### src/rtl/id_ex_issue.sv
// ID/EX pipeline register with ALU-control decode and EX operand issue.
// Operands are forwarded combinationally from EX/MEM and MEM/WB; a stall refreshes stored operands.
module id_ex_issue #(
    parameter int W = 32
) (
    input  logic         clk,
    input  logic         btnc_i,
    input  logic         id_valid_i,
    input  logic [1:0]   id_aluop_i,
    input  logic [5:0]   id_funct_i,
    input  logic [4:0]   id_rs_i,
    input  logic [4:0]   id_rt_i,
    input  logic [4:0]   id_rd_i,
    input  logic [W-1:0] id_rs_data_i,
    input  logic [W-1:0] id_rt_data_i,
    input  logic [W-1:0] id_imm_i,
    input  logic         id_alusrc_i,
    input  logic         id_regdst_i,
    input  logic         id_regwrite_i,
    input  logic         stall_i,
    input  logic         flush_i,
    input  logic         exmem_regwrite_i,
    input  logic [4:0]   exmem_rd_i,
    input  logic [W-1:0] exmem_result_i,
    input  logic         memwb_regwrite_i,
    input  logic [4:0]   memwb_rd_i,
    input  logic [W-1:0] memwb_result_i,
    output logic [W-1:0] ALU1,
    output logic [W-1:0] ALU2,
    output logic [3:0]   ALU_control,
    output logic         ex_valid_o,
    output logic         ex_regwrite_o,
    output logic [4:0]   ex_wreg_o,
    output logic [W-1:0] ex_store_data_o,
    output logic         illegal_o
);

    localparam logic [3:0] CTL_AND = 4'b0000;
    localparam logic [3:0] CTL_OR  = 4'b0001;
    localparam logic [3:0] CTL_ADD = 4'b0010;
    localparam logic [3:0] CTL_SUB = 4'b0110;
    localparam logic [3:0] CTL_SLT = 4'b0111;

    typedef struct packed {
        logic         valid;
        logic [3:0]   aluctl;
        logic         illegal;
        logic [4:0]   rs;
        logic [4:0]   rt;
        logic [4:0]   wreg;
        logic         regwrite;
        logic         alusrc;
        logic [W-1:0] rs_val;
        logic [W-1:0] rt_val;
        logic [W-1:0] imm;
    } entry_t;

    entry_t entry_q, entry_d, load_entry;
    logic [3:0]   dec_ctl;
    logic         dec_illegal;
    logic [W-1:0] rs_fwd, rt_fwd;

    function automatic entry_t bubble();
        entry_t b;
        b        = '0;
        b.aluctl = CTL_ADD;
        return b;
    endfunction

    // EX/MEM wins over MEM/WB; register 0 is never a forwarding target.
    function automatic logic [W-1:0] fwd(
        input logic [4:0]   r,
        input logic [W-1:0] stored,
        input logic         em_we,
        input logic [4:0]   em_rd,
        input logic [W-1:0] em_res,
        input logic         mw_we,
        input logic [4:0]   mw_rd,
        input logic [W-1:0] mw_res
    );
        if (em_we && em_rd != 5'd0 && em_rd == r)
            return em_res;
        else if (mw_we && mw_rd != 5'd0 && mw_rd == r)
            return mw_res;
        else
            return stored;
    endfunction

    always_comb begin
        dec_ctl     = CTL_ADD;
        dec_illegal = 1'b0;
        unique case (id_aluop_i)
            2'b00: dec_ctl = CTL_ADD;
            2'b01: dec_ctl = CTL_SUB;
            2'b11: dec_ctl = CTL_OR;
            default: begin
                case (id_funct_i)
                    6'b100000: dec_ctl = CTL_ADD;
                    6'b100010: dec_ctl = CTL_SUB;
                    6'b100100: dec_ctl = CTL_AND;
                    6'b100101: dec_ctl = CTL_OR;
                    6'b101010: dec_ctl = CTL_SLT;
                    default: begin
                        dec_ctl     = CTL_ADD;
                        dec_illegal = 1'b1;
                    end
                endcase
            end
        endcase
    end

    always_comb begin
        load_entry          = '0;
        load_entry.valid    = 1'b1;
        load_entry.aluctl   = dec_ctl;
        load_entry.illegal  = dec_illegal;
        load_entry.rs       = id_rs_i;
        load_entry.rt       = id_rt_i;
        load_entry.wreg     = id_regdst_i ? id_rd_i : id_rt_i;
        // An unsupported funct must never write the register file.
        load_entry.regwrite = id_regwrite_i & ~dec_illegal;
        load_entry.alusrc   = id_alusrc_i;
        load_entry.rs_val   = id_rs_data_i;
        load_entry.rt_val   = id_rt_data_i;
        load_entry.imm      = id_imm_i;
    end

    always_comb begin
        rs_fwd = fwd(entry_q.rs, entry_q.rs_val, exmem_regwrite_i, exmem_rd_i, exmem_result_i,
                     memwb_regwrite_i, memwb_rd_i, memwb_result_i);
        rt_fwd = fwd(entry_q.rt, entry_q.rt_val, exmem_regwrite_i, exmem_rd_i, exmem_result_i,
                     memwb_regwrite_i, memwb_rd_i, memwb_result_i);
    end

    always_comb begin
        entry_d = entry_q;
        if (flush_i) begin
            entry_d = bubble();
        end else if (stall_i) begin
            // Capture forwarded values so a producer retiring mid-stall is not lost.
            entry_d.rs_val = rs_fwd;
            entry_d.rt_val = rt_fwd;
        end else if (id_valid_i) begin
            entry_d = load_entry;
        end else begin
            entry_d = bubble();
        end
    end

    always_ff @(posedge clk or posedge btnc_i) begin
        if (btnc_i) entry_q <= bubble();
        else        entry_q <= entry_d;
    end

    assign ALU1            = rs_fwd;
    assign ALU2            = entry_q.alusrc ? entry_q.imm : rt_fwd;
    assign ex_store_data_o = rt_fwd;
    assign ALU_control     = entry_q.aluctl;
    assign ex_valid_o      = entry_q.valid;
    assign ex_regwrite_o   = entry_q.valid & entry_q.regwrite;
    assign ex_wreg_o       = entry_q.wreg;
    assign illegal_o       = entry_q.valid & entry_q.illegal;

endmodule
### config.mk
export PLATFORM = sky130hd
export DESIGN_NAME = id_ex_issue
export DESIGN_NICKNAME = d
export VERILOG_FILES = /design/src/rtl/id_ex_issue.sv
export SDC_FILE = /design/constraint.sdc
export NUM_CORES = 1
export LEC_CHECK = 0
export ABC_AREA = 1
export CAP_MARGIN = 20
export CORE_MARGIN = 1
export CORE_UTILIZATION = 25
export DETAILED_ROUTE_END_ITERATION = 6
export PLACE_DENSITY_LB_ADDON = 0.15
export SKIP_CTS_REPAIR_TIMING = 1
export SYNTH_ARGS = -nofsm -noshare
export SYNTH_HDL_FRONTEND = slang
export SYNTH_SLANG_ARGS = --single-unit
### constraint.sdc
create_clock -name clk -period 3.1 [get_ports clk]
set_input_delay 0.31 -clock clk [delete_from_list [all_inputs] [get_ports clk]]
set_output_delay 0.31 -clock clk [all_outputs]
set_load 0.005 [all_outputs]
Word-level counts from Yosys, hierarchy flattened. Cells that the tools add are included.

Register bits after elaboration: 119. Bits in latches: 0. Bits in writable memories: 0. ROM bits: 0. Bits of input ports: 203. Output and inout bits: 108. Logic and storage cells: 53. Memories kept: 0.

$add $sub $neg: 0. $mul: 0. Divide/modulo/power cells: 0. Magnitude comparators: 0. Equal/unequal tests: 12. Shifts and indexed selects: 0. Mux-type cells: 15. Bitwise logic cells: 4. Reductions and logical operators: 11.

Operators by type and width (number): $mux W119 (2); $mux W32 (6); $mux W64 (1); $eq A6 B6 Y1 const B (5); $mux W23 (1); $eq A5 B5 Y1 (4); $pmux W3 S4 (1); $reduce_bool A5 Y1 (2); $pmux W3 S3 (1); $logic_and A1 B1 Y1 (6); $mux W5 (1); $reduce_or A5 Y1 (1); $and A1 B1 Y1 (3); $reduce_or A3 Y1 (1); $eq A2 B1 Y1 const B (1); $eq A2 B2 Y1 const B (1); $logic_not A2 Y1 (1); $mux W1 (2); $ne A2 B1 Y1 const B (1); $not A1 Y1 (1).

Longest topological paths before layout. Gate-level depths: netlist of run 1.

Depth after elaboration: 9. Mapped depth: 11. Gate-level depth less buffers: 10.

Least setup slack after synthesis of run 1. Ideal clock, no wire load.

Path type: flip-flop to output port. From: register entry_q[103] (netlist name). To: output port ex_store_data_o[10]. Data arrival time: 1337 ps. Data required time: 2790 ps. Path slack: 1453 ps. Cell stages (with the launch flop): 7. Path buffers: 1. Path through: dfrtp_1 > xnor2_1 > nand2_1 > nor3_4 > buf_6 > nand3_1 > and2_1.

Longest elaborated chain between the ends: 4. Elaborated cells between the ends (all ways): 6. Those cells by class: 2 x eq/ne; 2 x mux; 2 x reduce/logical.

Ends and longest elaborated chain: from (decl) (RTL line 58) `entry_t entry_q, entry_d, load_entry;`; from (signal assigned) (RTL line 151) `if (btnc_i) entry_q <= bubble();`; from (signal assigned) (RTL line 152) `else entry_q <= entry_d;`; $eq A5 B5 Y1 (RTL line 83) `else if (mw_we && mw_rd != 5'd0 && mw_rd == r)`; $logic_and A1 B1 Y1 (RTL line 83); $mux W32 (RTL line 83); $mux W32 (*) (RTL line 81) `if (em_we && em_rd != 5'd0 && em_rd == r)`; to (decl) (RTL line 34) `output logic [W-1:0] ex_store_data_o,`.

Mark *: on every way between the ends. The rest lies on a longest branch, timed or not.

Final worst setup path of run 1.
From: input port memwb_rd_i[3]. To: output port ALU2[7].

Longest elaborated chain between the ends: 6. Elaborated cells between the ends (all ways): 7. Those cells by class: 1 x eq/ne; 3 x mux; 3 x reduce/logical.

Ends and longest elaborated chain: from (decl) (RTL line 26) `input logic [4:0] memwb_rd_i,`; $reduce_bool A5 Y1 (RTL line 83); $logic_and A1 B1 Y1 (RTL line 83); $logic_and A1 B1 Y1 (*) (RTL line 83); $mux W32 (*) (RTL line 83); $mux W32 (*) (RTL line 81); $mux W32 (*) (RTL line 156) `assign ALU2 = entry_q.alusrc ? entry_q.imm : rt_fwd;`; to (decl) (RTL line 29) `output logic [W-1:0] ALU2,`.

Marked as above.

==> flow_summary.json, run 1 <==
{
  "firstDrtPassIters": 5,
  "wire_per_inst_um": 18.5,
  "coreArea_sq_um": 30600,
  "max_stage_delay_ps": 570,
  "tightest_slew_ps": 717,
  "ys_async_sr_fraction_pct": 100,
  "ff_latch_area_sq_um": 2960,
  "cp_cell_sequence": "clkdlybuf4s50_1, nor2_1, nand3b_1, nand2_1, inv_2, buf_4, nand4_1, nand3_2, nand3_1, nand2_1, clkdlybuf4s50_1",
  "die_y_um": 178,
  "path_clk_slew_ps": 70,
  "path_class": "input port to output port",
  "timing.hold.ws_ps": 422,
  "syn_nets": 1227,
  "syn_to_final_growth_pct": 52.4,
  "slew_viol_final": 0,
  "pwr_density_cell_nw_per_um2": 397,
  "tritoncts": "done",
  "n_fill_cell": 3182,
  "design.die.area_sq_um": 31800,
  "cp_max_fo": 24,
  "vias": 8120,
  "rsz0062_at_grt": "false",
  "portBuffers": 309,
  "start_util_pct": 25.4,
  "drtIter0Drc": 500,
  "p_leak_nw": 5.67,
  "syn-mean-instance-area_sq_um": 7.60,
  "skew_ps": 17.3,
  "gp_congestion": 0.812,
  "power.total_mw": 4.71,
  "cp_slowest_cell": "clkdlybuf4s50_1",
  "die_w_um": 178,
  "layout_min_cycle_time_ps": 2870,
  "slew_headroom_pct": 52.2,
  "finalSetupViolCount": 0,
  "reg2reg_setup_slack_ps": 1350,
  "worst_setup_path_end_kind": "output port",
  "maxCapViolCount": 0,
  "ant_nets": 0,
  "syn-instance-count": 1024,
  "multi_input_area_sq_um": 4140,
  "diodes": 0,
  "io_pins": 311,
  "hpwl_mm": 22.9,
  "fin_crit_sh_pct": 92.7,
  "peakVddDrop_uv": 324,
  "antenna_found_initial": 0,
  "cts_sinks": 118,
  "yosys_most_used_dff": "dfrtp_1",
  "hold_class": "input port to asynchronous set/reset pin",
  "required_ps": 2790,
  "yosysWarnings": 0,
  "synth.cell_area_sq_um": 7780,
  "overflow": 0,
  "h-tree-depth": 4,
  "clk_latency_ps": 420,
  "cp.arrival_ps": 2560,
  "vias_per_cell": 4.75,
  "rows": 64,
  "cp-start-kind": "input port",
  "netlist_top_cells_count": "nand2_1 (308), nand3_1 (179), dfrtp_1 (117)",
  "timing.rr.end": "entry_q[89]",
  "synth-edff-count": 0,
  "status": "complete, no violations",
  "max_freq_mhz": 348,
  "r2r_start": "entry_q[108]",
  "synthDistinctLibCells": 32,
  "cts_buffers": 17,
  "r2r_cells": 7,
  "grt_usage_pct": 19.9,
  "final.setup.tns_ps": 0,
  "nets": 1504,
  "cts_buffer_depth": 2,
  "synth.top_cell.area_share_pct": 37.6,
  "synth_area_leader_cell": "dfrtp_1",
  "hold_viol": 0,
  "synth_most_common_cell": "nand2_1",
  "cts_root_buf": "clkbuf_16",
  "grt_pass1_vias": 8080,
  "route.detailed.drc": 0,
  "grt_start_max_net_pins": 119,
  "ys_ff_latch": 118,
  "grt_pass1_wl_mm": 48.1,
  "yosysSeqAreaShare_pct": 38.0,
  "synthTopCellsByArea": "dfrtp_1 (38%), nand2_1 (15%), nand3_1 (12%)",
  "totalWireLength_mm": 31.7,
  "drive_above_1_share_pct": 10.1
}
stage by stage:
stage                     cells  util (%)  area (sq um)  setup slack, ps
after floorplan            1024         -          7780             1350
after global placement     1678      36.9         11300              241
after detailed placement   1678      36.9         11300              221
after CTS                  1710      38.8         11900              220
after global routing       1710      38.8         11900             47.7
final                      1710      38.8         11900              225
how the worst max path moves through the flow:
| stage | depth (start not counted) | startpoint | endpoint | slack [ps] |
|---|---|---|---|---|
| after floorplan | 1 | btnc_i | ALU_control[0] | 1350 |
| final | 11 | memwb_rd_i[3] | ALU2[7] | 230 |
| after CTS | 10 | memwb_rd_i[0] | ALU1[3] | 220 |
| after global placement | 10 | memwb_rd_i[0] | ALU1[3] | 240 |
| after detailed placement | 10 | memwb_rd_i[0] | ALU1[3] | 220 |
| after global routing | 9 | entry_q[103] | ALU2[18] | 50 |
state kept, by name (all words and copies together) (netlist names):
register	flops
ALU_control	3
ex_wreg_o	5
entry_q	109
ex_valid_o	1
cell families after synthesis:
| group | share of synthesized area, % |
|---|---|
| xor+xnor | 2.12 |
| compound gates | 5.58 |
| flops | 38.0 |
| other cells | 0.0482 |
| simple gates | 45.2 |
| buf+inv | 9.13 |
cell usage in the layout (no fill, tap or decap), drive strengths merged:
master           n
o21ai           21
conb             1
nand2          309
bufinv           2
clkdlybuf4s50  309
clkinvlp         6
o22ai            1
dfrtp          117
and2            65
buf             32
nand3          228
inv             55
xnor2            6
nor2            18
xor2            12
nand3b           1
clkbuf          17
a31oi            1
dfstp            1
nor3             3
clkinv           8
nand4           64
a21oi            2
a22o            35
report_power, final:
group          internal, mW  leakage (nW)  switching [mW]
registers              1.60          1.60          0.0286
clock network          1.19         0.271           0.832
logic                 0.547          3.79           0.509
total                  3.34          5.67            1.37
final cells by class:
cell class / count / share of cell area (%)
multi-input cells: 767 / 34.9
inverters: 56 / 1.80
flip-flops and latches: 118 / 24.9
clock buffers: 17 / 3.59
repair buffers: 341 / 29.3
well taps: 396 / 4.18
clock inverters: 15 / 1.32
per-layer routing:
layer / GRT usage [%] / share of wire, % / up-vias / routed length, um
li1: - / - / 3982 / -
met1: 27.0 / 46 / 3868 / 14500
met2: 32.1 / 47 / 247 / 15000
met3: 4.09 / 5.6 / 23 / 1770
met4: 4.59 / 1.2 / 0 / 366
met5: 0 / 0 / - / 0
worst max-delay path, delay by kind of cell:
family	cells	cell delay [ps]
buf+inv	4	1530
simple gates	7	690
Note: power is estimated with default switching activity, not from simulation.
==> inputs of run 2 (changes only) <==
--- a/config.mk
+++ b/config.mk
@@ -7,7 +7,6 @@
 export LEC_CHECK = 0
 export ABC_AREA = 1
 export CAP_MARGIN = 20
-export CORE_MARGIN = 1
 export CORE_UTILIZATION = 25
 export DETAILED_ROUTE_END_ITERATION = 6
 export PLACE_DENSITY_LB_ADDON = 0.15
==> constraint.sdc (replaced) <==
create_clock -name clk -period 3.2 [get_ports clk]
set_input_delay 0.32 -clock clk [delete_from_list [all_inputs] [get_ports clk]]
set_output_delay 0.32 -clock clk [all_outputs]
set_load 0.005 [all_outputs]
==> run 2 against run 1 <==
Effect of this change: final cell count shrank 0.12%; critical path depth is 3 lower; power up 2.8%; sequential share of layout area shrank 0.10 points; sequential power fell by 3%; first-iteration DRC count grew 2.0%; design area rose by 0.41%; die area unchanged; flip-flop and latch count stayed put; critical endpoint is now ALU2[25].
==> flow_summary.json, run 2 (same netlist as run 1, synthesis figures left out) <==
{
  "cts_buffer_depth": 2,
  "antenna_found_initial": 0,
  "portBuffers": 309,
  "p_leak_nw": 5.71,
  "cp_slowest_cell": "clkdlybuf4s50_1",
  "cp-start-kind": "flop",
  "grt_pass1_wl_mm": 48.4,
  "rsz0062_at_grt": "false",
  "io_pins": 311,
  "place_inst": 1676,
  "hpwl_mm": 23.0,
  "h-tree-depth": 4,
  "syn_to_final_growth_pct": 53.1,
  "wire_per_inst_um": 18.5,
  "maxCapViolCount": 0,
  "grt_start_max_net_pins": 119,
  "final_cell_mix": "clkdlybuf4s50_1 (309), nand2_1 (308), nand3_1 (179)",
  "vias_per_cell": 4.69,
  "nets": 1502,
  "die_w_um": 178,
  "clk_latency_ps": 420,
  "path_class": "flop to output port",
  "max_freq_mhz": 344,
  "pwr_density_cell_nw_per_um2": 406,
  "drtIter0Drc": 510,
  "ff_latch_area_sq_um": 2960,
  "fin_crit_sh_pct": 90.8,
  "slew_headroom_pct": 53.8,
  "diodes": 0,
  "die_y_um": 178,
  "finalSetupViolCount": 0,
  "cp.arrival_ps": 2590,
  "totalWireLength_mm": 31.6,
  "final.setup.tns_ps": 0,
  "status": "complete, no violations",
  "overflow": 0,
  "design.die.area_sq_um": 31800,
  "max_stage_delay_ps": 500,
  "coreArea_sq_um": 30600,
  "vias": 8019,
  "required_ps": 2880,
  "tightest_slew_ps": 693,
  "worst_setup_path_end_kind": "output port",
  "cts_buffers": 17,
  "cp_top_family": "buffers and inverters",
  "hold_viol": 0,
  "largest_reg_flops": 109,
  "peakVddDrop_uv": 270,
  "drive_above_1_share_pct": 9.98,
  "slew_viol_final": 0,
  "start_util_pct": 25.4,
  "cp_cell_sequence": "xor2_1, nor2_4, buf_4, nand4_1, nand3_2, nand3_1, nand2_1, clkdlybuf4s50_1",
  "grt_usage_pct": 20.0,
  "hold_class": "input port to asynchronous set/reset pin",
  "crit_buf_inv": 2,
  "final_common_cell": "clkdlybuf4s50_1",
  "multi_input_area_sq_um": 4140,
  "fin_cells": 1708,
  "path_clk_slew_ps": 70,
  "cts_root_buf": "clkbuf_16",
  "skew_ps": 13.5,
  "firstDrtPassIters": 5,
  "gp_congestion": 0.798,
  "cp_max_fo": 20,
  "n_fill_cell": 3185,
  "top_register": "entry_q",
  "tritoncts": "done",
  "ant_nets": 0,
  "grt_pass1_vias": 8271,
  "layout_min_cycle_time_ps": 2910,
  "rows": 64,
  "cts_sinks": 118,
  "route.detailed.drc": 0,
  "power.total_mw": 4.84,
  "timing.hold.ws_ps": 433
}
==> run 2: worst reg2reg max path, delay by kind of cell, from the launching register on <==
family                    cells  cell delay, ps
and+or+nand+nor               5             770
DFF                           1             440
buffers and inverters         1             310
xor gates and xnor gates      1             170
==> run 2: worst paths after layout <==
check                                       from        endpoint  slack, ps  depth (start not counted)
worst max-delay path                entry_q[105]        ALU2[25]        290                          8
worst max register to register      entry_q[103]     entry_q[44]       1400                          7
worst min register to register      entry_q[113]    entry_q[113]        490                          2
min in group clk                id_rs_data_i[13]     entry_q[77]        440                          3
worst min-delay path                      btnc_i  ALU_control[0]        430                          3
max in group asynchronous                 btnc_i     entry_q[47]       2240                          3
==> run 2: final cells by class <==
type | count | area share (%)
clock buffers | 19 | 3.80
multi-input cells | 767 | 34.8
inverters | 56 | 1.80
flip-flops and latches | 118 | 24.8
clock inverters | 13 | 1.83
repair buffers | 339 | 28.8
well taps | 396 | 4.16
==> run 2: per-layer routing <==
| layer | vias up | track usage, % | wire [um] |
|---|---|---|---|
| li1 | 3973 | - | - |
| met1 | 3753 | 26.7 | 14400 |
| met2 | 267 | 32.8 | 15000 |
| met3 | 26 | 4.11 | 1840 |
| met4 | 0 | 5.01 | 463 |
| met5 | - | 0 | 0 |
==> run 2: per-stage QoR <==
stage	utilization (%)	area [sq um]	worst slack, ps
6_report	38.9	11900	293
5_1_grt	38.9	11900	133
4_1_cts	38.9	11900	284
3_5_place_dp	36.7	11200	340
3_3_place_gp	36.7	11200	353
2_1_floorplan	-	7780	1440
==> run 2: power breakdown <==
| part | switching (mW) | internal [mW] | total [mW] |
|---|---|---|---|
| clock | 0.804 | 1.44 | 2.24 |
| combinational | 0.489 | 0.525 | 1.01 |
| sequential | 0.0284 | 1.55 | 1.58 |
| total | 1.32 | 3.52 | 4.84 |
